--- src/rtl/reg_wr_pkg.sv ---
// -----------------------------------------------------------------------------
// reg_wr_pkg
// Shared types and helpers for the register-bank write path.
//   NUM_REGS   : number of registers in the bank (8)
//   ADDR_W     : register index width (3)
//   DATA_W     : register data width (32)
//   wr_entry_t : one queued write {addr, data}
//   onehot8()  : register index -> one-hot bank write enable
// -----------------------------------------------------------------------------
package reg_wr_pkg;

   localparam int NUM_REGS = 8;
   localparam int ADDR_W   = 3;
   localparam int DATA_W   = 32;

   typedef struct packed {
      logic [ADDR_W-1:0] addr;
      logic [DATA_W-1:0] data;
   } wr_entry_t;

   function automatic logic [NUM_REGS-1:0] onehot8(input logic [ADDR_W-1:0] addr);
      logic [NUM_REGS-1:0] vec;
      vec       = '0;
      vec[addr] = 1'b1;
      return vec;
   endfunction

endpackage

--- src/rtl/reg_wr_fifo.sv ---
// -----------------------------------------------------------------------------
// reg_wr_fifo
// Synchronous DEPTH-entry FIFO of wr_entry_t with async active-low reset.
// Pushes while full and pops while empty are ignored.
// Optional feature macro: REG_WR_PENDING_EN exposes the raw storage and a
// per-slot valid mask so the parent can summarise what is queued.
//   clk, reset_n      : clock, asynchronous active-low reset
//   push, push_entry  : write push_entry at the tail
//   pop               : discard the head entry
//   head_entry        : entry at the head (meaningful when !empty)
//   count             : occupancy, 0..DEPTH
//   full, empty       : occupancy flags
//   entries, valid_mask (macro only) : storage and occupied-slot mask
// -----------------------------------------------------------------------------
module reg_wr_fifo
   import reg_wr_pkg::*;
#(
   parameter int DEPTH = 4
) (
   input  logic                   clk,
   input  logic                   reset_n,
   input  logic                   push,
   input  wr_entry_t              push_entry,
   input  logic                   pop,
   output wr_entry_t              head_entry,
   output logic [$clog2(DEPTH):0] count,
   output logic                   full,
   output logic                   empty
`ifdef REG_WR_PENDING_EN
   ,
   output wr_entry_t              entries [DEPTH],
   output logic [DEPTH-1:0]       valid_mask
`endif
);

   localparam int PTR_W = $clog2(DEPTH);
   localparam int CNT_W = PTR_W + 1;
   localparam logic [CNT_W-1:0] FULL_CNT = CNT_W'(DEPTH);

   wr_entry_t        mem [DEPTH];
   logic [PTR_W-1:0] head;
   logic [PTR_W-1:0] tail;
   logic             do_push;
   logic             do_pop;

   assign full    = (count == FULL_CNT);
   assign empty   = (count == '0);
   assign do_push = push && !full;
   assign do_pop  = pop && !empty;

   // DEPTH is a power of two, so the pointers wrap by plain overflow.
   // NOTE: state registers use non-blocking assignments so every flop samples
   // pre-edge values regardless of process ordering.
   always_ff @(posedge clk or negedge reset_n) begin
      if (!reset_n) begin
         head  <= '0;
         tail  <= '0;
         count <= '0;
      end else begin
         if (do_push) tail <= tail + PTR_W'(1);
         if (do_pop)  head <= head + PTR_W'(1);
         case ({do_push, do_pop})
            2'b10:   count <= count + CNT_W'(1);
            2'b01:   count <= count - CNT_W'(1);
            default: count <= count;
         endcase
      end
   end

   // NOTE: storage has no reset; slots are only read once the pointers say
   // they hold data, and leaving it unreset lets it map to plain RAM/flops.
   always_ff @(posedge clk) begin
      if (do_push) mem[tail] <= push_entry;
   end

   assign head_entry = mem[head];

`ifdef REG_WR_PENDING_EN
   logic [PTR_W-1:0] offset;

   assign entries = mem;

   // Slot i is occupied when its distance from head is below the occupancy.
   // NOTE: every combinational output gets a default first so no path can
   // leave it unassigned and infer a latch.
   always_comb begin
      valid_mask = '0;
      offset     = '0;
      for (int i = 0; i < DEPTH; i++) begin
         offset        = PTR_W'(i) - head;
         valid_mask[i] = ({1'b0, offset} < count);
      end
   end
`endif

endmodule

--- src/rtl/reg_wr_queue.sv ---
// -----------------------------------------------------------------------------
// reg_wr_queue
// Buffered write-port front end for the 8 x 32-bit register bank. Requests
// are accepted over valid/ready into a DEPTH-entry FIFO and drained one per
// cycle as a registered one-hot write enable plus shared write data.
// Optional feature macro: REG_WR_PENDING_EN adds the pending[7:0] output.
//   clk, reset_n        : clock, asynchronous active-low reset
//   wr_valid, wr_ready  : request handshake (wr_ready = count < DEPTH)
//   wr_addr, wr_data    : target register index and data
//   drain_hold          : 1 = do not pop at the next edge
//   rf_en, rf_data      : registered bank write enable (one-hot or zero), data
//   count               : FIFO occupancy
//   pending (macro only): bit i = write to register i queued or on rf_en
// -----------------------------------------------------------------------------
module reg_wr_queue
   import reg_wr_pkg::*;
#(
   parameter int DEPTH = 4
) (
   input  logic                   clk,
   input  logic                   reset_n,
   input  logic                   wr_valid,
   output logic                   wr_ready,
   input  logic [ADDR_W-1:0]      wr_addr,
   input  logic [DATA_W-1:0]      wr_data,
   input  logic                   drain_hold,
   output logic [NUM_REGS-1:0]    rf_en,
   output logic [DATA_W-1:0]      rf_data,
   output logic [$clog2(DEPTH):0] count
`ifdef REG_WR_PENDING_EN
   ,
   output logic [NUM_REGS-1:0]    pending
`endif
);

   wr_entry_t push_entry;
   wr_entry_t head_entry;
   logic      full;
   logic      empty;
   logic      push;
   logic      pop;

`ifdef REG_WR_PENDING_EN
   wr_entry_t        entries [DEPTH];
   logic [DEPTH-1:0] valid_mask;
`endif

   // Ready depends only on registered occupancy: no pass-through when full.
   assign wr_ready   = !full;
   assign push       = wr_valid && wr_ready;
   assign pop        = !empty && !drain_hold;
   assign push_entry = '{addr: wr_addr, data: wr_data};

   reg_wr_fifo #(.DEPTH(DEPTH)) u_fifo (
      .clk        (clk),
      .reset_n    (reset_n),
      .push       (push),
      .push_entry (push_entry),
      .pop        (pop),
      .head_entry (head_entry),
      .count      (count),
      .full       (full),
      .empty      (empty)
`ifdef REG_WR_PENDING_EN
      ,
      .entries    (entries),
      .valid_mask (valid_mask)
`endif
   );

   // An entry pushed this edge is not yet at head_entry, so it can only pop
   // on a later edge. rf_data holds its value between writes.
   always_ff @(posedge clk or negedge reset_n) begin
      if (!reset_n) begin
         rf_en   <= '0;
         rf_data <= '0;
      end else if (pop) begin
         rf_en   <= onehot8(head_entry.addr);
         rf_data <= head_entry.data;
      end else begin
         rf_en   <= '0;
      end
   end

`ifdef REG_WR_PENDING_EN
   always_comb begin
      pending = rf_en;
      for (int i = 0; i < DEPTH; i++) begin
         if (valid_mask[i]) pending = pending | onehot8(entries[i].addr);
      end
   end
`endif

endmodule

--- config.mk ---
export PLATFORM = sky130hd
export DESIGN_NAME = reg_wr_queue
export DESIGN_NICKNAME = d
export VERILOG_FILES = /design/src/rtl/reg_wr_pkg.sv /design/src/rtl/reg_wr_fifo.sv /design/src/rtl/reg_wr_queue.sv
export SDC_FILE = /design/constraint.sdc
export NUM_CORES = 1
export LEC_CHECK = 0
export CORE_ASPECT_RATIO = 1.1
export CORE_MARGIN = 2
export CORE_UTILIZATION = 44
export DETAILED_ROUTE_END_ITERATION = 10
export GPL_TIMING_DRIVEN = 0
export HOLD_SLACK_MARGIN = 0.02
export PLACE_DENSITY = 0.65
export SYNTH_ARGS = -nofsm -noshare
export SYNTH_HDL_FRONTEND = slang
export SYNTH_SLANG_ARGS = --single-unit
--- constraint.sdc ---
create_clock -name clk -period 6.4 [get_ports clk]
set_input_delay 1.28 -clock clk [delete_from_list [all_inputs] [get_ports clk]]
set_output_delay 1.28 -clock clk [all_outputs]
set_load 0.05 [all_outputs]
==> results.py <==
metrics = {
    "yosys": {
        "ys_types": 27,
        "syn_inst": 311,
        "synth.ff_latch_count": 187,
        "syn_avg_cell_area_sq_um": 22.3,
        "ys_warn_count": 0,
        "syn_area_sq_um": 6940,
        "yosysSeqAreaShare": 0.775,
        "synth_nets": 356,
    },
    "final_layout": {
        "syn_to_final_growth_pct": 24.9,
        "fillers": 1196,
        "diodes": 0,
        "multi_input_area_sq_um": 1470,
        "fin_nets": 462,
        "postLayoutCoreUtil": 0.557,
        "instances_no_fill": 630,
        "drive_gt1_frac": 0.253,
        "seq_area_sq_um": 5380,
    },
    "critical_path": {
        "endpoint_kind": "output port",
        "setup.worst_path.class": "flip-flop to output port",
        "crit_fanout": 6,
        "arrival_ns": 2.03,
        "crit_path_start_kind": "flip-flop",
        "r2r_cells": 9,
        "required_ns": 5.12,
    },
    "sta": {
        "hold_viol_final": 0,
        "min_period_ns": 3.31,
        "max_freq_mhz": 302,
        "slew_headroom": 0.530,
        "rsz0062_at_grt": "false",
        "final_max_slew_viol_count": 0,
        "skew_ns": 0.00600,
        "fin_setup_tns_ns": 0,
        "fin_crit_sh": 0.517,
        "worst_pin_slew_ns": 0.705,
        "setup_ws_ns": 3.09,
        "setup_viol": 0,
        "holdWs_ns": 0.505,
    },
    "clock_network": {
        "htree_levels": 4,
        "postCtsHoldBufs": 0,
        "cts_tree": "done",
        "cts_buffers": 17,
        "root_buffer": "clkbuf_16",
        "cts.sinks": 187,
        "clock_latency_ns": 0.43,
        "cts_buffer_depth": 2,
        "cts_resized": 0,
        "post_cts_buffers": 0,
        "clk_pin_slew_ns": 0.06,
    },
    "drt": {
        "drt-total-wl_microns": 12200,
        "drtIter0Drc": 224,
        "drc": 0,
        "drt.antenna.violating_nets": 0,
        "post_drt_wl_per_cell_microns": 19.3,
        "vias": 3243,
        "dr.pass1.iters": 4,
        "via_per_inst": 5.15,
    },
    "placement": {
        "portBuffers": 82,
        "gp_congestion": 0.666,
        "post-place-ws_ns": 2.74,
        "dp_cells": 598,
        "place_hpwl_microns": 7850,
    },
    "floorplanning": {
        "die_area_sq_um": 16800,
        "dieHeight_microns": 136,
        "coreArea_sq_um": 15600,
        "die_x_microns": 124,
        "ios": 83,
        "fp-row-count": 48,
        "start_util": 0.446,
    },
    "power": {
        "internal_power_mw": 2.92,
        "ir_drop_uv": 241,
        "leakage_nw": 3.07,
        "power_frac_seq": 0.402,
        "p_sw_mw": 1.47,
        "combPwrFrac": 0.372,
        "p_per_area_nw_per_um2": 507,
        "swShare": 0.335,
        "pwr-share-clk": 0.226,
    },
    "flow_run": {
        "drv_cap": 0,
    },
    "global_route": {
        "first_global_vias": 3472,
        "antenna_found_initial": 0,
        "gr-total-overflow": 0,
        "grt_start_max_net_pins": 29,
        "grt_use_total": 0.161,
        "grt_pass1_wl_microns": 18900,
    },
    "min_path": {
        "hold_depth": 1,
        "min_path_type": "flip-flop to flip-flop",
    },
    "outcome": {
        "run_status": "completed",
    },
}
power groups by stage:
stage / Clock, mW / Sequential [mW] / Combinational, mW
after global placement: 0 / 1.79 / 1.61
final: 0.991 / 1.77 / 1.64
after global routing: 1.07 / 1.80 / 1.75
after detailed placement: 0 / 1.80 / 1.67
after CTS: 1.02 / 1.77 / 1.67
after floorplan: 0 / 2.21 / 0.694
metrics by stage:
step	area (sq um)	total power, mW
floorplan	6940	2.91
global placement	8010	3.40
detailed placement	8110	3.46
CTS	8670	4.46
global route	8670	4.61
finish	8670	4.39
metal layers:
| metal | part of all wire | wire length [microns] | up-vias | track usage |
|---|---|---|---|---|
| li1 | - | - | 1454 | - |
| met1 | 0.40 | 4920 | 1702 | 0.196 |
| met2 | 0.53 | 6420 | 71 | 0.268 |
| met3 | 0.049 | 591 | 16 | 0.0471 |
| met4 | 0.020 | 248 | 0 | 0.0694 |
| met5 | 0 | 0 | - | 0 |
sequential cells by signal, indices dropped and copies added (netlist names):
signal / flops
u_fifo.head: 2
rf_en: 8
u_fifo.mem: 140
u_fifo.count: 3
u_fifo.tail: 2
rf_data: 32
final timing paths:
path,from,slack (ns),to
min in group asynchronous,reset_n,0.84,rf_data[6]$_DFFE_PN0P_
worst max register to register,u_fifo.count[0]$_DFFE_PN0P_,4.04,u_fifo.count[2]$_DFFE_PN0P_
worst min register to register,rf_data[0]$_DFFE_PN0P_,0.51,rf_data[0]$_DFFE_PN0P_
max in group asynchronous,reset_n,4.98,rf_en[6]$_DFF_PN0_
worst max-delay path,u_fifo.count[0]$_DFFE_PN0P_,3.09,wr_ready
worst min-delay path,rf_data[0]$_DFFE_PN0P_,0.51,rf_data[0]$_DFFE_PN0P_
Yosys cell counts:
| cell type | n | area, sq um |
|---|---|---|
| fa_1 | 1 | 20.0 |
| buf_6 | 3 | 33.8 |
| dfrtp_1 | 47 | 1180 |
| nor2_2 | 1 | 6.26 |
| nand2b_1 | 2 | 12.5 |
| or3b_1 | 1 | 8.76 |
| mux4_1 | 6 | 158 |
| buf_2 | 5 | 25.0 |
| inv_1 | 7 | 26.3 |
| nand3_1 | 2 | 10.0 |
| mux2_2 | 33 | 372 |
| clkbuf_1 | 2 | 7.51 |
| and2_1 | 1 | 6.26 |
| mux4_2 | 29 | 653 |
| nor2_1 | 9 | 33.8 |
| xor2_1 | 3 | 26.3 |
| buf_4 | 1 | 7.51 |
| mux2i_1 | 1 | 10.0 |
| and3_1 | 4 | 25.0 |
| or2_1 | 1 | 6.26 |
| nor3_1 | 1 | 5.00 |
| ha_1 | 5 | 62.6 |
| nand2_1 | 1 | 3.75 |
| edfxtp_1 | 140 | 4200 |
| or3_1 | 1 | 6.26 |
| or3_4 | 1 | 11.3 |
| xnor2_1 | 3 | 26.3 |
cell usage in the layout, fill, tap and decap left out, types with 2 or more instances in the layout:
cell type	n
clkdlybuf4s50_1	81
edfxtp_1	140
nand3_1	2
buf_2	6
inv_1	7
nor2_1	9
ha_1	5
buf_6	3
mux2_2	33
xnor2_1	3
nand2b_1	2
mux4_2	29
clkbuf_16	17
and3_2	4
clkinv_2	5
xor2_1	3
bufinv_16	2
clkbuf_1	7
buf_12	5
mux4_1	6
dfrtp_1	47
worst max-delay path, cell delays in order, from the launching register on:
cell and delay (ns):
dfrtp_1 0.44, or3b_1 0.44, clkdlybuf4s50_1 0.73
final cells by class:
type | count | area share
clock buffers | 23 | 0.0528
multi-input cells | 106 | 0.169
inverters | 7 | 0.00303
plain buffers | 11 | 0.00851
repair buffers | 87 | 0.106
flip-flops and latches | 187 | 0.621
clock inverters | 9 | 0.0113
well taps | 200 | 0.0289
logic make-up (layout without fill, tap and decap cells):
logic type | after synthesis | after routing | synth area share
flip-flops | 187 | 187 | 0.775
multiplexers | 69 | 69 | 0.172
AND/OR/NAND/NOR | 25 | 25 | 0.0195
buffers and inverters | 18 | 137 | 0.0144
adder cells (fa/ha/maj) | 6 | 6 | 0.0119
XOR/XNOR | 6 | 6 | 0.00757
No activity file was read; power rests on OpenSTA's default activity.
